File: src/rtl/mem_arbiter.sv
// mem_arbiter: shares one single-port asynchronous SRAM between instruction
// fetch (IF) and the MEM pipeline stage. Only one access is in flight at a time.
// Arbitration happens only in IDLE. MEM requests win over fetch, except that
// fetch wins right after a MEM access, so neither side can starve the other.
//
// Ports
//   clk, rst                 clock, asynchronous active-low reset
//   if_req/if_addr           fetch request (held until if_ready) and address
//   if_ready/if_data         one-cycle fetch completion strobe and instruction
//   mem_rwe/mem_addr         MEM-stage access code and data address
//   mem_wdata                store data
//   mem_ready/mem_rdata      one-cycle data completion strobe and load data
//   stall_if, stall_mem      pipeline hold requests (combinational)
//   ram_*                    SRAM address/data and active-low strobes
//
// mem_rwe encoding: 00 idle, 01 read memory, 10 write memory, 11 write
// register. Only 01 and 10 are memory requests.

module mem_arbiter #(
    parameter int WAIT_CYCLES = 0   // extra SRAM wait cycles, 0..7
) (
    input  logic        clk,
    input  logic        rst,
    input  logic        if_req,
    input  logic [15:0] if_addr,
    output logic        if_ready,
    output logic [15:0] if_data,
    input  logic [1:0]  mem_rwe,
    input  logic [15:0] mem_addr,
    input  logic [15:0] mem_wdata,
    output logic        mem_ready,
    output logic [15:0] mem_rdata,
    output logic        stall_if,
    output logic        stall_mem,
    output logic [15:0] ram_addr,
    output logic [15:0] ram_wdata,
    input  logic [15:0] ram_rdata,
    output logic        ram_en_n,
    output logic        ram_oe_n,
    output logic        ram_we_n
);

    localparam logic [1:0] RWE_READ_MEM  = 2'b01;
    localparam logic [1:0] RWE_WRITE_MEM = 2'b10;

    // Counter value on the last cycle of a read phase or write pulse.
    localparam logic [2:0] C_LAST = 3'(WAIT_CYCLES);

    typedef enum logic [2:0] {
        S_IDLE,
        S_IF_RD,
        S_MEM_RD,
        S_WR_SETUP,
        S_WR_PULSE,
        S_DONE_IF,
        S_DONE_MEM
    } state_t;

    state_t      r_state;
    logic [2:0]  r_cnt;
    logic        r_last_mem;    // last completed access was a MEM access
    logic        r_if_ready;
    logic        r_mem_ready;
    logic [15:0] r_if_data;
    logic [15:0] r_mem_rdata;
    logic [15:0] r_ram_addr;
    logic [15:0] r_ram_wdata;
    logic        r_ram_en_n;
    logic        r_ram_oe_n;
    logic        r_ram_we_n;

    logic        w_mem_pend;
    logic        w_grant_mem;

    assign w_mem_pend  = (mem_rwe == RWE_READ_MEM) || (mem_rwe == RWE_WRITE_MEM);
    // Fetch takes its turn after a MEM access if it is waiting.
    assign w_grant_mem = w_mem_pend && !(r_last_mem && if_req);

    // Address and write data are captured into the SRAM-facing registers at
    // grant, so requester changes after grant cannot disturb the access.
    // NOTE: every register here, data outputs included, is async-reset so that
    // an aborted access drops its SRAM strobes at once and outputs start known.
    always_ff @(posedge clk or negedge rst) begin
        if (!rst) begin
            r_state     <= S_IDLE;
            r_cnt       <= '0;
            r_last_mem  <= 1'b0;
            r_if_ready  <= 1'b0;
            r_mem_ready <= 1'b0;
            r_if_data   <= '0;
            r_mem_rdata <= '0;
            r_ram_addr  <= '0;
            r_ram_wdata <= '0;
            r_ram_en_n  <= 1'b1;
            r_ram_oe_n  <= 1'b1;
            r_ram_we_n  <= 1'b1;
        end else begin
            // NOTE: non-blocking assignments throughout, so every branch sees
            // the pre-edge state and registers update together.
            case (r_state)
                S_IDLE: begin
                    r_cnt <= '0;
                    if (w_grant_mem) begin
                        r_ram_addr <= mem_addr;
                        r_ram_en_n <= 1'b0;
                        if (mem_rwe == RWE_READ_MEM) begin
                            r_ram_oe_n <= 1'b0;
                            r_state    <= S_MEM_RD;
                        end else begin
                            r_ram_wdata <= mem_wdata;
                            r_state     <= S_WR_SETUP;
                        end
                    end else if (if_req) begin
                        r_ram_addr <= if_addr;
                        r_ram_en_n <= 1'b0;
                        r_ram_oe_n <= 1'b0;
                        r_state    <= S_IF_RD;
                    end
                end

                S_IF_RD, S_MEM_RD: begin
                    if (r_cnt == C_LAST) begin
                        r_cnt      <= '0;
                        r_ram_en_n <= 1'b1;
                        r_ram_oe_n <= 1'b1;
                        if (r_state == S_IF_RD) begin
                            r_if_data  <= ram_rdata;
                            r_if_ready <= 1'b1;
                            r_state    <= S_DONE_IF;
                        end else begin
                            r_mem_rdata <= ram_rdata;
                            r_mem_ready <= 1'b1;
                            r_state     <= S_DONE_MEM;
                        end
                    end else begin
                        r_cnt <= r_cnt + 3'd1;
                    end
                end

                // One cycle of address/data setup before the write strobe.
                S_WR_SETUP: begin
                    r_ram_we_n <= 1'b0;
                    r_state    <= S_WR_PULSE;
                end

                S_WR_PULSE: begin
                    if (r_cnt == C_LAST) begin
                        r_cnt       <= '0;
                        r_ram_we_n  <= 1'b1;
                        r_ram_en_n  <= 1'b1;
                        r_mem_ready <= 1'b1;
                        r_state     <= S_DONE_MEM;
                    end else begin
                        r_cnt <= r_cnt + 3'd1;
                    end
                end

                S_DONE_IF: begin
                    r_if_ready <= 1'b0;
                    r_last_mem <= 1'b0;
                    r_state    <= S_IDLE;
                end

                S_DONE_MEM: begin
                    r_mem_ready <= 1'b0;
                    r_last_mem  <= 1'b1;
                    r_state     <= S_IDLE;
                end

                default: begin
                    r_ram_en_n <= 1'b1;
                    r_ram_oe_n <= 1'b1;
                    r_ram_we_n <= 1'b1;
                    r_state    <= S_IDLE;
                end
            endcase
        end
    end

    assign if_ready  = r_if_ready;
    assign if_data   = r_if_data;
    assign mem_ready = r_mem_ready;
    assign mem_rdata = r_mem_rdata;
    assign ram_addr  = r_ram_addr;
    assign ram_wdata = r_ram_wdata;
    assign ram_en_n  = r_ram_en_n;
    assign ram_oe_n  = r_ram_oe_n;
    assign ram_we_n  = r_ram_we_n;

    assign stall_if  = if_req & ~r_if_ready;
    assign stall_mem = w_mem_pend & ~r_mem_ready;

endmodule

File: config.mk
export PLATFORM = sky130hd
export DESIGN_NAME = mem_arbiter
export DESIGN_NICKNAME = d
export VERILOG_FILES = /design/src/rtl/mem_arbiter.sv
export SDC_FILE = /design/constraint.sdc
export NUM_CORES = 1
export LEC_CHECK = 0
export CORE_MARGIN = 10
export CORE_UTILIZATION = 40
export CTS_CLUSTER_SIZE = 16
export DETAILED_ROUTE_END_ITERATION = 8
export PLACE_DENSITY = 0.76
export RECOVER_POWER = 100
export SLEW_MARGIN = 20
export SYNTH_ARGS = -nofsm -noshare
export SYNTH_HDL_FRONTEND = slang
export SYNTH_SLANG_ARGS = --single-unit
export TNS_END_PERCENT = 30
File: constraint.sdc
create_clock -name clk -period 5.2 [get_ports clk]
set_input_delay 1.56 -clock clk [delete_from_list [all_inputs] [get_ports clk]]
set_output_delay 1.56 -clock clk [all_outputs]
set_load 0.005 [all_outputs]
# After elaboration in Yosys (flattened, before gate mapping)
# Index checks and enable logic that the tools add are counted.
# totals
inputBits,69
ram_bits,0
latchBits,0
wordCells,89
romBits,0
ff_bits,76
memories,0
# op_classes
bitwise,9
add_sub_neg,1
eq_ne,15
mux,26
n_mul,0
div_mod_pow,0
reduce_logical,26
order_cmp,0
shifts,0
# op_table
op,count
$mux W16,2
$reduce_and A3 Y1,6
$mux W3,5
$pmux W1 S3,4
$pmux W3 S4,1
$mux W1,10
$eq A3 B3 Y1 const B,3
$ne A2 B2 Y1 const B,4
$reduce_and A4 Y1,2
$reduce_bool A2 Y1,4
$not A1 Y1,7
$eq A3 B2 Y1 const B,2
$logic_not A3 Y1,2
$ne A3 B3 Y1 const B,2
$pmux W3 S2,1
$reduce_or A3 Y1,2
$reduce_or A5 Y1,1
$pmux W1 S2,2
$reduce_and A2 Y1,2
$reduce_or A4 Y1,1
$add A3 B1 Y3 const B,1
$eq A3 B1 Y1 const B,1
$reduce_bool A3 Y1,1
$and A1 B1 Y1,2
other kinds (8),9

# Depth between registers and ports, before layout
# Gate-level depths: netlist of the first run.
# logic_depth
word_depth,5
mapped_depth,8
depth_no_buf,6

# Worst setup path after synthesis of the first run
# Ideal clock, no wire load.
# synth_path
kind,input-to-output
start,input mem_rwe[1]
end,output stall_mem
required_ps,3640
slack_ps,1633
cell_stages,3
path_buffers,0
arrival_time_ps,2007
path_cell_list,inv_1 -> ha_1 -> nor2_1
# synth_between
elab_chain_cells,3
word_cells_on_any_way,4
cone_classes,eq/ne: 2; bitwise: 1; reduce/logical: 1
# synth_rtl
element,line_no,source
from (decl),28,"input logic [1:0] mem_rwe,"
$eq A2 B1 Y1 or $eq A2 B2 Y1 (tied branches),75,assign w_mem_pend = (mem_rwe == RWE_READ_MEM) || (mem_rwe == RWE_WRITE_MEM);
$logic_or A1 B1 Y1 *,75,
$and A1 B1 Y1 *,191,assign stall_mem = w_mem_pend & ~r_mem_ready;
to (decl),34,"output logic stall_mem,"
# Every way passes the cells marked *; elsewhere a longest branch is shown, timed or not.

# Worst setup path after layout of the first run
# Same ends and word-level chain as after synthesis.

==> reports/metrics.yaml, run 1 <==
combPwrFrac_pct: 46.4
worstReg2RegEnd: "ram_addr[9]"
sw_frac_of_total_pct: 33.8
via_per_inst: 4.97
relSlewSlack_pct: -24.2
peakVddDrop_mv: 0.285
final_nets: 496
ant_nets: 0
yosys_warnings: 0
status: "finished with violations"
drt_first_pass_iters: 4
hp-class: "flip-flop to flip-flop"
synthArstFlopShare_pct: 100
synthFlopType: "dfrtp_1"
die_h_um: 112
cp-start-kind: "input port"
cp_num_cells: 5
cts-resized-gates: 0
yosysUniqueCellTypes: 37
synth_top_area_share_pct: 54.4
drcViolationCount: 0
power_density_nw_per_um2: 553
cts_root_buf: "clkbuf_8"
diodes: 0
seq_area_frac_synth_pct: 56.7
grt_first_pass_wirelength_um: 14600
yosys-top-cells-count: "dfrtp_1 (73), mux2_2 (40), nand2_1 (36), nor2_1 (28), a31oi_1 (19)"
die_x_um: 112
start_util_pct: 41.1
path_buf_inv: 3
io_pins: 140
fmax_mhz: 214
p_seq_share_pct: 38.4
cp_top_family: "buffers and inverters"
htreeDepth: 3
cts-buffers-inserted: 9
hold_buffers: 0
hpwlAfterDp_um: 6680
rr_worst_depth: 6
syn_area_per_cell_sq_um: 12.0
port_buffers: 139
place_congestion: 0.822
finalSetupViolations: 0
fin_util_pct: 60.6
overflow: 0
reg2reg_slack_ns: 2.59
slowest_delay_ns: 0.58
p_total_mw: 2.74
crit_start: "mem_rwe[1]"
via_count: 2627
finalWirelength_um: 8850
synth_most_common_cell: "dfrtp_1"
wl_per_cell_um: 16.7
slew_viol_final: 77
violations: "capacitance limit, slew limit"
drv_cap: 1
grt_pass1_vias: 2744
r2r_start: "r_state[0]"
grt_antenna_before_repair: 0
drtIter0Drc: 67
crit_arrival_ns: 3.12
clockPowerShare_pct: 15.2
path_class: "input port to output pin"
num_rows: 33
max_slew.worst_pin.slew_ns: 1.86
synthCells: 281
synth_nets: 358
clk_path_buf_depth: 2
area_growth_pct: 47.4
required_ns: 3.64
dieArea_sq_um: 12500
grt_setup_unrepaired: "false"
clk_pin_slew_ns: 0.08
min_period_ns: 4.68
finalCritPeriodShare_pct: 90.0
cp_slowest_cell: "dlygate4sd3_1"
yosysTopAreaCell: "dfrtp_1"
endpoint: "stall_mem"
cp_max_fo: 4
endpoint_kind: "output pin"
hold_viol_final: 0
power_switching_mw: 0.927
synth.area.top_cells: "dfrtp_1 (54%), mux2_2 (13%), mux2_4 (4.0%)"
cts_tree: "done"
ys_seq_elements: 76
clock-sinks: 76
postCtsSetupBuffers: 0
crit_chain: "dlygate4sd3_1, inv_1, ha_1, nor2_1, dlygate4sd3_1"
synth_area_sq_um: 3360
crit_top_cell: "dlygate4sd3_1"
clock_skew_ns: 0.0123
setup_tns_ns: 0
insertion_delay_ns: 0.35
grt_max_degree: 77
leakagePower_nw: 2.09
intPower_mw: 1.81
synth_edf_count: 0
track_usage_pct: 14.1
core-area_sq_um: 8180
drive_above_1_share_pct: 14.9
## flip-flops by register name (all words and copies together) (netlist names)
name,flops
if_ready,1
ram_oe_n,1
ram_we_n,1
if_data,16
ram_addr,16
mem_rdata,16
mem_ready,1
r_last_mem,1
ram_wdata,16
r_state,3
r_cnt,3
ram_en_n,1
## how the worst min path moves through the flow
| stage | endpoint | from | depth (start not counted) | slack, ns |
|---|---|---|---|---|
| 6_report | ram_oe_n | ram_oe_n | 2 | 0.47 |
| 2_1_floorplan | ram_oe_n | ram_oe_n | 2 | 0.45 |
| 3_5_place_dp | ram_oe_n | ram_oe_n | 2 | 0.47 |
| 5_1_grt | ram_oe_n | ram_oe_n | 2 | 0.50 |
| 3_3_place_gp | ram_oe_n | ram_oe_n | 2 | 0.46 |
| 4_1_cts | ram_oe_n | ram_oe_n | 2 | 0.48 |
## power by group through the flow
stage               Clock [mW]  Sequential [mW]  Combinational, mW
global placement             0             1.07               1.41
floorplan                    0             1.07              0.678
detailed placement           0             1.08               1.44
global route             0.455             1.09               1.42
finish                   0.416             1.05               1.27
CTS                      0.430             1.07               1.45
## cell usage in the layout (no fill, tap or decap), types with 4 or more instances in the layout
cell	count
nand2_1	36
clkbuf_8	9
a31oi_1	20
clkdlybuf4s50_1	66
nor2_1	28
dfrtp_1	73
mux2_2	40
ha_1	8
a21oi_1	10
mux2_1	9
inv_1	8
dlygate4sd3_1	72
or3_1	4
## final cells by class
cell class              count  area [sq um]
well taps                 105           131
fillers                   701          3220
inverters                   8          30.0
repair buffers            141          1400
clock buffers               9           124
clock inverters             7          60.1
multi-input cells         183          1300
flip-flops and latches     76          1910
## worst reg2reg max path, delay by kind of cell (launching register included)
| family | cells | cell delay (ns) |
|---|---|---|
| simple gates | 2 | 0.44 |
| fa+ha+maj | 1 | 0.36 |
| buf+inv | 2 | 1.00 |
| flops | 1 | 0.44 |
| compound gates | 1 | 0.19 |
## per-layer routing
| metal | track usage (%) | wire, um | up-vias | part of all wire, % |
|---|---|---|---|---|
| met5 | 0 | 0 | - | 0 |
| met3 | 6.49 | 828 | 7 | 9.4 |
| met1 | 17.7 | 3940 | 1260 | 45 |
| li1 | - | - | 1255 | - |
| met2 | 21.6 | 4030 | 105 | 46 |
| met4 | 3.34 | 54 | 0 | 0.61 |
## stage by stage
step	setup WS [ns]	std cells	hold WS [ns]	cell area, sq um
after global placement	0.667	513	0.457	4810
after detailed placement	0.663	513	0.470	4810
after CTS	0.648	529	0.484	5000
after global routing	0.421	529	0.498	4950
after floorplan	1.63	281	0.454	3360
final	0.522	529	0.474	4950
## cells by family (layout without fill, tap and decap cells)
| family | Yosys count | count (layout) | share of synthesized area [%] |
|---|---|---|---|
| multiplexers | 50 | 50 | 17.7 |
| flip-flops | 76 | 76 | 56.7 |
| buffers and inverters | 22 | 165 | 3.28 |
| AO/OA/AOI/OAI | 44 | 44 | 8.45 |
| adder cells (fa/ha/maj) | 8 | 8 | 2.98 |
| AND/OR/NAND/NOR | 81 | 81 | 10.8 |
Note: power is estimated with default switching activity, not from simulation.
==> run 2, diff against run 1 <==
--- a/config.mk
+++ b/config.mk
@@ -11,7 +11,6 @@
 export DETAILED_ROUTE_END_ITERATION = 8
 export PLACE_DENSITY = 0.76
 export RECOVER_POWER = 100
-export SLEW_MARGIN = 20
 export SYNTH_ARGS = -nofsm -noshare
 export SYNTH_HDL_FRONTEND = slang
 export SYNTH_SLANG_ARGS = --single-unit
==> results of run 2 <==
Same layout as run 1: the final DEF is identical, and so are final timing and power.
